==> src/rtl/mod_mult.sv <==
// Modular multiplier: (a*b) mod m, or a^2 mod m in square mode, using an
// interleaved MSB-first shift-add with two conditional subtracts per cycle.
module mod_mult #(
  parameter int WIDTH = 16
) (
  input  logic             clk_in,
  input  logic             rst_n_in,
  input  logic             ready_in,
  input  logic             mode_in,
  input  logic [WIDTH-1:0] a_in,
  input  logic [WIDTH-1:0] b_in,
  input  logic [WIDTH-1:0] modulus_in,
  output logic [WIDTH-1:0] result_out,
  output logic             busy_out,
  output logic             valid_out,
  output logic             error_out
);

  localparam int IW = (WIDTH > 2) ? $clog2(WIDTH) : 1;

  typedef enum logic [1:0] {
    IDLE  = 2'd0,
    CHECK = 2'd1,
    ITER  = 2'd2
  } state_t;

  state_t           state_q;
  logic [WIDTH-1:0] a_q;
  logic [WIDTH-1:0] b_q;
  logic [WIDTH-1:0] m_q;
  logic [WIDTH-1:0] r_q;
  logic [WIDTH-1:0] result_q;
  logic [IW-1:0]    idx_q;
  logic             busy_q;
  logic             valid_q;
  logic             error_q;

  logic [WIDTH:0]   m_ext_s;
  logic [WIDTH:0]   dbl_s;
  logic [WIDTH:0]   red1_s;
  logic [WIDTH:0]   sum_s;
  logic [WIDTH:0]   red2_s;
  logic [WIDTH-1:0] r_d;
  logic             range_err_s;

  // One iteration: R < M keeps every intermediate within WIDTH+1 bits.
  assign m_ext_s     = {1'b0, m_q};
  assign dbl_s       = {r_q, 1'b0};
  assign red1_s      = (dbl_s >= m_ext_s) ? (dbl_s - m_ext_s) : dbl_s;
  assign sum_s       = red1_s + (b_q[idx_q] ? {1'b0, a_q} : {(WIDTH+1){1'b0}});
  assign red2_s      = (sum_s >= m_ext_s) ? (sum_s - m_ext_s) : sum_s;
  assign r_d         = red2_s[WIDTH-1:0];
  assign range_err_s = (m_q == {WIDTH{1'b0}}) || (a_q >= m_q) || (b_q >= m_q);

  // Control FSM with captured operands, accumulator and registered outputs.
  always_ff @(posedge clk_in) begin
    if (!rst_n_in) begin
      state_q  <= IDLE;
      a_q      <= {WIDTH{1'b0}};
      b_q      <= {WIDTH{1'b0}};
      m_q      <= {WIDTH{1'b0}};
      r_q      <= {WIDTH{1'b0}};
      result_q <= {WIDTH{1'b0}};
      idx_q    <= {IW{1'b0}};
      busy_q   <= 1'b0;
      valid_q  <= 1'b0;
      error_q  <= 1'b0;
    end else begin
      valid_q <= 1'b0;
      case (state_q)
        IDLE: begin
          if (ready_in) begin
            a_q     <= a_in;
            b_q     <= mode_in ? a_in : b_in;
            m_q     <= modulus_in;
            r_q     <= {WIDTH{1'b0}};
            idx_q   <= IW'(WIDTH - 1);
            busy_q  <= 1'b1;
            state_q <= CHECK;
          end else begin
            state_q <= IDLE;
          end
        end
        CHECK: begin
          if (range_err_s) begin
            result_q <= {WIDTH{1'b0}};
            error_q  <= 1'b1;
            valid_q  <= 1'b1;
            busy_q   <= 1'b0;
            state_q  <= IDLE;
          end else begin
            state_q  <= ITER;
          end
        end
        ITER: begin
          r_q   <= r_d;
          idx_q <= idx_q - 1'b1;
          if (idx_q == {IW{1'b0}}) begin
            result_q <= r_d;
            error_q  <= 1'b0;
            valid_q  <= 1'b1;
            busy_q   <= 1'b0;
            state_q  <= IDLE;
          end else begin
            state_q  <= ITER;
          end
        end
        default: begin
          busy_q  <= 1'b0;
          state_q <= IDLE;
        end
      endcase
    end
  end

  assign result_out = result_q;
  assign busy_out   = busy_q;
  assign valid_out  = valid_q;
  assign error_out  = error_q;

endmodule
==> config.mk <==
export PLATFORM = sky130hd
export DESIGN_NAME = mod_mult
export DESIGN_NICKNAME = d
export VERILOG_FILES = /design/src/rtl/mod_mult.sv
export SDC_FILE = /design/constraint.sdc
export NUM_CORES = 1
export LEC_CHECK = 0
export BUFFER_PORTS_ARGS = -buffer_cell sky130_fd_sc_hd__buf_2
export CORE_MARGIN = 4
export CORE_UTILIZATION = 60
export CTS_CLUSTER_DIAMETER = 30
export DETAILED_ROUTE_END_ITERATION = 6
export PLACE_DENSITY = 0.81
export SYNTH_ARGS = -nofsm -noshare
export SYNTH_HDL_FRONTEND = slang
export SYNTH_SLANG_ARGS = --single-unit
==> constraint.sdc <==
create_clock -name clk_in -period 6.9 [get_ports clk_in]
set_clock_uncertainty 0.1 [all_clocks]
set_input_delay 1.38 -clock clk_in [delete_from_list [all_inputs] [get_ports clk_in]]
set_output_delay 1.38 -clock clk_in [all_outputs]
set_load 0.02 [all_outputs]
## After elaboration in Yosys (flattened, before gate mapping)

Cells that the tools add are included.

- Register bits: 89
- Bits of input ports: 52
- Output and inout port bits: 19
- Logic and storage cells: 61

- Add/subtract/negate cells: 4
- Magnitude comparators: 5
- Equality and inequality tests: 5
- Multiplexer cells: 26
- Reductions and logical operators: 11

Operator list:

| operator | count |
|---|---|
| $mux 16 | 6 |
| $pmux 16 s2 | 2 |
| $ge 17x16->1 | 2 |
| $ge 16x16->1 | 2 |
| $add 17x16->17 | 1 |
| $mux 17 | 1 |
| $sub 17x16->17 | 1 |
| $logic_not 16->1 | 1 |
| $sub 16x16->16 | 1 |
| $mux 1 | 8 |
| $pmux 4 s2 | 1 |
| $ne 2x2->1 const B | 3 |
| $pmux 2 s3 | 1 |
| $reduce_and 3->1 | 2 |
| $lt 4x5->1 const B | 1 |
| $bmux 1 s4 | 1 |
| $logic_not 4->1 | 1 |
| $mux 2 | 2 |
| $mux 4 | 1 |
| $pmux 1 s2 | 2 |
| $reduce_and 2->1 | 2 |
| $reduce_bool 2->1 | 2 |
| $sub 4x1->4 const B | 1 |
| $pmux 1 s3 | 1 |
| other kinds (4) | 5 |

## Logic depth before layout (Yosys ltp)

- Depth in word-level cells: 8
- Gate-level depth with buffers: 31
- Mapped depth without buffers: 26

## Least setup slack after synthesis

Ideal clock, no wire load.

- Path kind: reg2reg
- Start point: reg m_q[9]
- End point: reg result_q[10] (netlist: result_out[10])
- Setup time: 0.117 ns
- Data arrival time: 5.932 ns
- Data required time: 6.683 ns
- Path slack: 0.751 ns
- Stages on the path, launching flop included: 27
- Path buffers: 3
- Clock period less this slack: 6.149 ns
- Cells stage by stage: dfxtp_1 -> inv_1 -> ha_1 -> buf_2 -> nand4_1 -> nor2_1 -> a311oi_1 -> o21ai_0 -> o21ai_1 -> clkbuf_1 -> mux2_2 -> ha_1 -> a21oi_1 -> o21ai_0 -> a2111oi_0 -> o31a_1 -> o21ai_0 -> o311ai_0 -> nand2b_1 -> xor2_1 -> ha_1 -> a211oi_1 -> nor3b_1 -> or4_1 -> buf_6 -> mux2_4 -> a22o_1

- Longest elaborated chain between the ends: 7
- Elaborated cells between the ends (all ways): 16
- Classes of those cells: add/sub (3); order compare (4); eq/ne (1); mux (4); reduce/logical (4)

Ends and longest elaborated chain:

| what | RTL line | source |
|---|---|---|
| start, declared | 30 | `logic [WIDTH-1:0] m_q;` |
| start signal, assigned | 61 | `m_q <= {WIDTH{1'b0}};` |
| start signal, assigned | 75 | `m_q <= modulus_in;` |
| $sub 17x16->17 or $ge 17x16->1 (tied branches) | 49 | `assign red1_s = (dbl_s >= m_ext_s) ? (dbl_s - m_ext_s) : dbl_s;` |
| $mux 17 | 49 |  |
| $add 17x16->17 | 50 | `assign sum_s = red1_s + (b_q[idx_q] ? {1'b0, a_q} : {(WIDTH+1){1'b0}});` |
| $sub 16x16->16 or $ge 17x16->1 (tied branches) | 51 | `assign red2_s = (sum_s >= m_ext_s) ? (sum_s - m_ext_s) : sum_s;` |
| $mux 16 | 51 |  |
| $mux 16 | 98 | `if (idx_q == {IW{1'b0}}) begin` |
| $pmux 16 s2 | 70 | `case (state_q)` |
| end signal, assigned | 63 | `result_q <= {WIDTH{1'b0}};` |
| end signal, assigned | 86 | `result_q <= {WIDTH{1'b0}};` |
| end signal, assigned | 99 | `result_q <= r_d;` |
| end, declared | 32 | `logic [WIDTH-1:0] result_q;` |

Several ways; a longest one is shown, not always the timed one. The select of a mux whose other input is x is not followed.
A chain may end at the register's enable or synchronous reset.

## Worst setup path in the final report

- Start point: reg m_q[1]
- End point: reg r_q[4]

- Longest elaborated chain between the ends: 6
- Elaborated cells between the ends (all ways): 8
- Classes of those cells: add/sub (3); order compare (2); mux (3)

Ends and longest elaborated chain:

| what | RTL line | source |
|---|---|---|
| $sub 17x16->17 or $ge 17x16->1 (tied branches) | 49 |  |
| $mux 17 | 49 |  |
| $add 17x16->17 | 50 |  |
| $sub 16x16->16 or $ge 17x16->1 (tied branches) | 51 |  |
| $mux 16 (*) | 51 |  |
| $pmux 16 s2 (*) | 70 |  |
| end signal, assigned | 62 | `r_q <= {WIDTH{1'b0}};` |
| end signal, assigned | 76 | `r_q <= {WIDTH{1'b0}};` |
| end signal, assigned | 96 | `r_q <= r_d;` |
| end, declared | 31 | `logic [WIDTH-1:0] r_q;` |

Every way passes the cells marked *; elsewhere a longest branch is shown, timed or not.

==> results.toml <==
[route]
drt_iter0_drc = 507
dr.pass1.iters = 5
drc = 0
drt-wirelength-per-cell_um = 18.3
vias = 6293
antenna_left = 0
wirelength_um = 18800
viasPerCell = 6.12

[cells_and_area]
mostFrequentLayoutCell = "nand2_1"
final_area_sq_um = 7580
layout_common_cells = "nand2_1, dfxtp_1, ha_1"
final_cells = 1028
num_antenna_cells = 0
multiInputGateArea_sq_um = 4730
regArea_sq_um = 1780
fillers = 904
syn_to_final_growth_pct = 11.7
final_util_pct = 69.1
nNetsFinal = 1025
drive_above_1_share_pct = 14.5

[global_routing]
globalRouteTotalUtil_pct = 29.4
first_global_vias = 6243
grt_max_degree = 66
grt_antenna_before_repair = 0
grt_first_pass_wirelength_um = 30500
overflow = 0

[synthesis]
synth_top_area_share_pct = 26.2
syn_area_per_cell_sq_um = 8.23
syn-cell-area_sq_um = 6790
netlist-cell-type-count = 68
synthCells = 825
synth_area_leaders = "dfxtp_1, ha_1, nand2_1"
synth_edf_count = 0
syn_nets = 966
synth_warnings = 0
yosys.area.top_type = "dfxtp_1"
synthArstFlopShare_pct = 0
ys_seq_area_share_pct = 26.2
ys.flop_type = "dfxtp_1"
ys_ff_latch = 89

[power_and_ir_drop]
p_switching_mw = 1.09
vdd_drop_max_uv = 199
power.density_nw_per_um2 = 338
p_leak_nw = 3.42
p_sw_share_pct = 42.4
comb_power_share_pct = 58.0
clkPwrFrac_pct = 19.2
seqPwrFrac_pct = 22.8
p_int_mw = 1.48
power_mw = 2.56

[timing]
holdWs_ns = 0.361
maxSlewViolCount = 0
setup_violations = 0
fin_setup_tns_ns = 0
setup_ws_ns = 0.315
finalCriticalPeriod_ns = 6.59
max_slew_margin_pct = 22.1
fin_crit_sh_pct = 95.4
rsz0062_at_grt = "no"
hold_viol_final = 0
worst_slew_pin_slew_ns = 1.16
timing.fmax_ghz = 0.152

[clock_network]
cts_max_path_buffers = 2
cts_hold_buf = 0
cts_tree = "built"
clk_latency_ns = 0.36
htree_num_levels = 3
clkSinkCount = 89
cts_buffers = 9
path_clk_slew_ns = 0.06
cts-root-buf = "clkbuf_16"

[die]
initial_utilization_pct = 61.8
rows = 38
fp.dieH_um = 114
dieArea_sq_um = 13100
ios = 71
die_w_um = 114
core-area_sq_um = 11000

[place]
place_congestion = 0.968
placed_area_sq_um = 7260
place_inst = 1013
dpl.hpwl_um = 14800
io_buffer_count = 70
dp_slack_ns = -0.222

[worst_setup_path]
worstPathMaxFanout = 10
cpMostUsedCell = "ha_1"
setup.worst_path.start_class = "register"
crit_path_max_incr_delay_ns = 0.58
critPathKind = "reg2reg"
critPathRequiredTime_ns = 7.02
worstPathArrival_ns = 6.70
critPathSlowestCell = "or4_4"
endpoint_kind = "register"
path_cells = "inv_1 -> ha_1 -> ha_1 -> a311oi_2 -> nand2_1 -> o21ai_1 -> mux2_2 -> ha_1 -> a21oi_1 -> o21ai_0 -> a2111oi_2 -> o31a_1 -> o21ai_0 -> a21oi_1 -> xnor2_1 -> ha_1 -> a21oi_1 -> o21bai_1 -> a211oi_1 -> nor3b_1 -> or4_4 -> buf_4 -> mux2i_1 -> o21ai_0"

[flow_run]
drv_cap = 0

[worst_hold_path]
hp-class = "reg2reg"

[outcome]
status = "finished clean"
==> state kept, by name (all words and copies together), names as in the netlist <==
name and flops:
r_q 16, b_q 16, a_q 16, m_q 16, valid_out 1, idx_q 4, result_out 16, error_out 1
busy_out 1, state_q 2
==> power by group through the flow <==
stage	Clock [mW]	Sequential, mW	Combinational [mW]
2_1_floorplan	0	0.582	1.17
3_3_place_gp	0	0.593	1.38
3_5_place_dp	0	0.595	1.43
4_1_cts	0.498	0.584	1.45
5_1_grt	0.514	0.587	1.62
6_report	0.491	0.584	1.49
==> worst max-delay path, delay by kind of cell (launching register included) <==
family	cells	cell delay [ns]
xor gates and xnor gates	1	0.18
muxes	2	0.64
AOI/OAI and AO/OA	12	2.66
buffers and inverters	2	0.44
adders and majority gates	4	1.19
DFF	1	0.46
and+or+nand+nor	3	0.77
==> routing by layer <==
metal | up-vias | global-route usage [%] | routed length, um
li1 | 3077 | - | -
met1 | 2955 | 36.0 | 8080
met2 | 205 | 50.1 | 9130
met3 | 56 | 4.81 | 897
met4 | 0 | 14.0 | 746
met5 | - | 0 | 0
==> area by class of cell <==
cell class / instances / area share (%)
Multi-Input combinational cell: 657 / 62.3
Sequential cell: 89 / 23.5
Timing Repair Buffer: 82 / 5.86
Clock buffer: 11 / 3.07
Tap cell: 140 / 2.31
Inverter: 45 / 2.23
Clock inverter: 4 / 0.726
==> logic make-up (layout without fill, tap and decap cells) <==
group | Yosys count | count (layout) | synth area share (%)
buffers and inverters | 79 | 142 | 4.64
DFF | 89 | 89 | 26.2
AOI/OAI and AO/OA | 231 | 231 | 22.6
adders and majority gates | 89 | 89 | 16.7
xor gates and xnor gates | 42 | 42 | 5.53
muxes | 38 | 38 | 6.76
and+or+nand+nor | 257 | 257 | 17.5
==> worst paths after layout <==
| check | endpoint | cells past startpoint | slack, ns | startpoint |
|---|---|---|---|---|
| worst max register to register | r_q[4] | 24 | 0.31 | m_q[1] |
| worst min register to register | result_out[12] | 1 | 0.36 | result_out[12] |
| worst max-delay path | r_q[4] | 24 | 0.31 | m_q[1] |
| worst min-delay path | result_out[12] | 1 | 0.36 | result_out[12] |
==> Yosys cell counts (3+ instances only) <==
cell         n
fa_1         3
nor2_1      49
a21oi_1     72
nor4_1       5
nand3_1     13
nand2_1    115
dfxtp_1     89
a22o_1       6
nand4_1     13
buf_1        7
a21o_1      22
o21ai_1      7
a211oi_1    28
and2_1      18
nor3_1      11
inv_1       45
or3_1        4
nand2b_1    11
o31ai_1      3
and3_1       3
mux2_4       3
buf_2        3
mux2i_1     29
xor2_1      18
o2bb2ai_1   12
o21bai_1     6
xnor2_1     23
nor2b_1      4
o21a_1       4
o21ai_0     41
ha_1        86
clkbuf_1    22
mux4_2       5
==> timing repair <==
item,CTS,global route
gates resized for setup,4,5
buffers inserted,0,0
setup endpoints to repair,32,29
No activity file was read; power rests on OpenSTA's default activity.
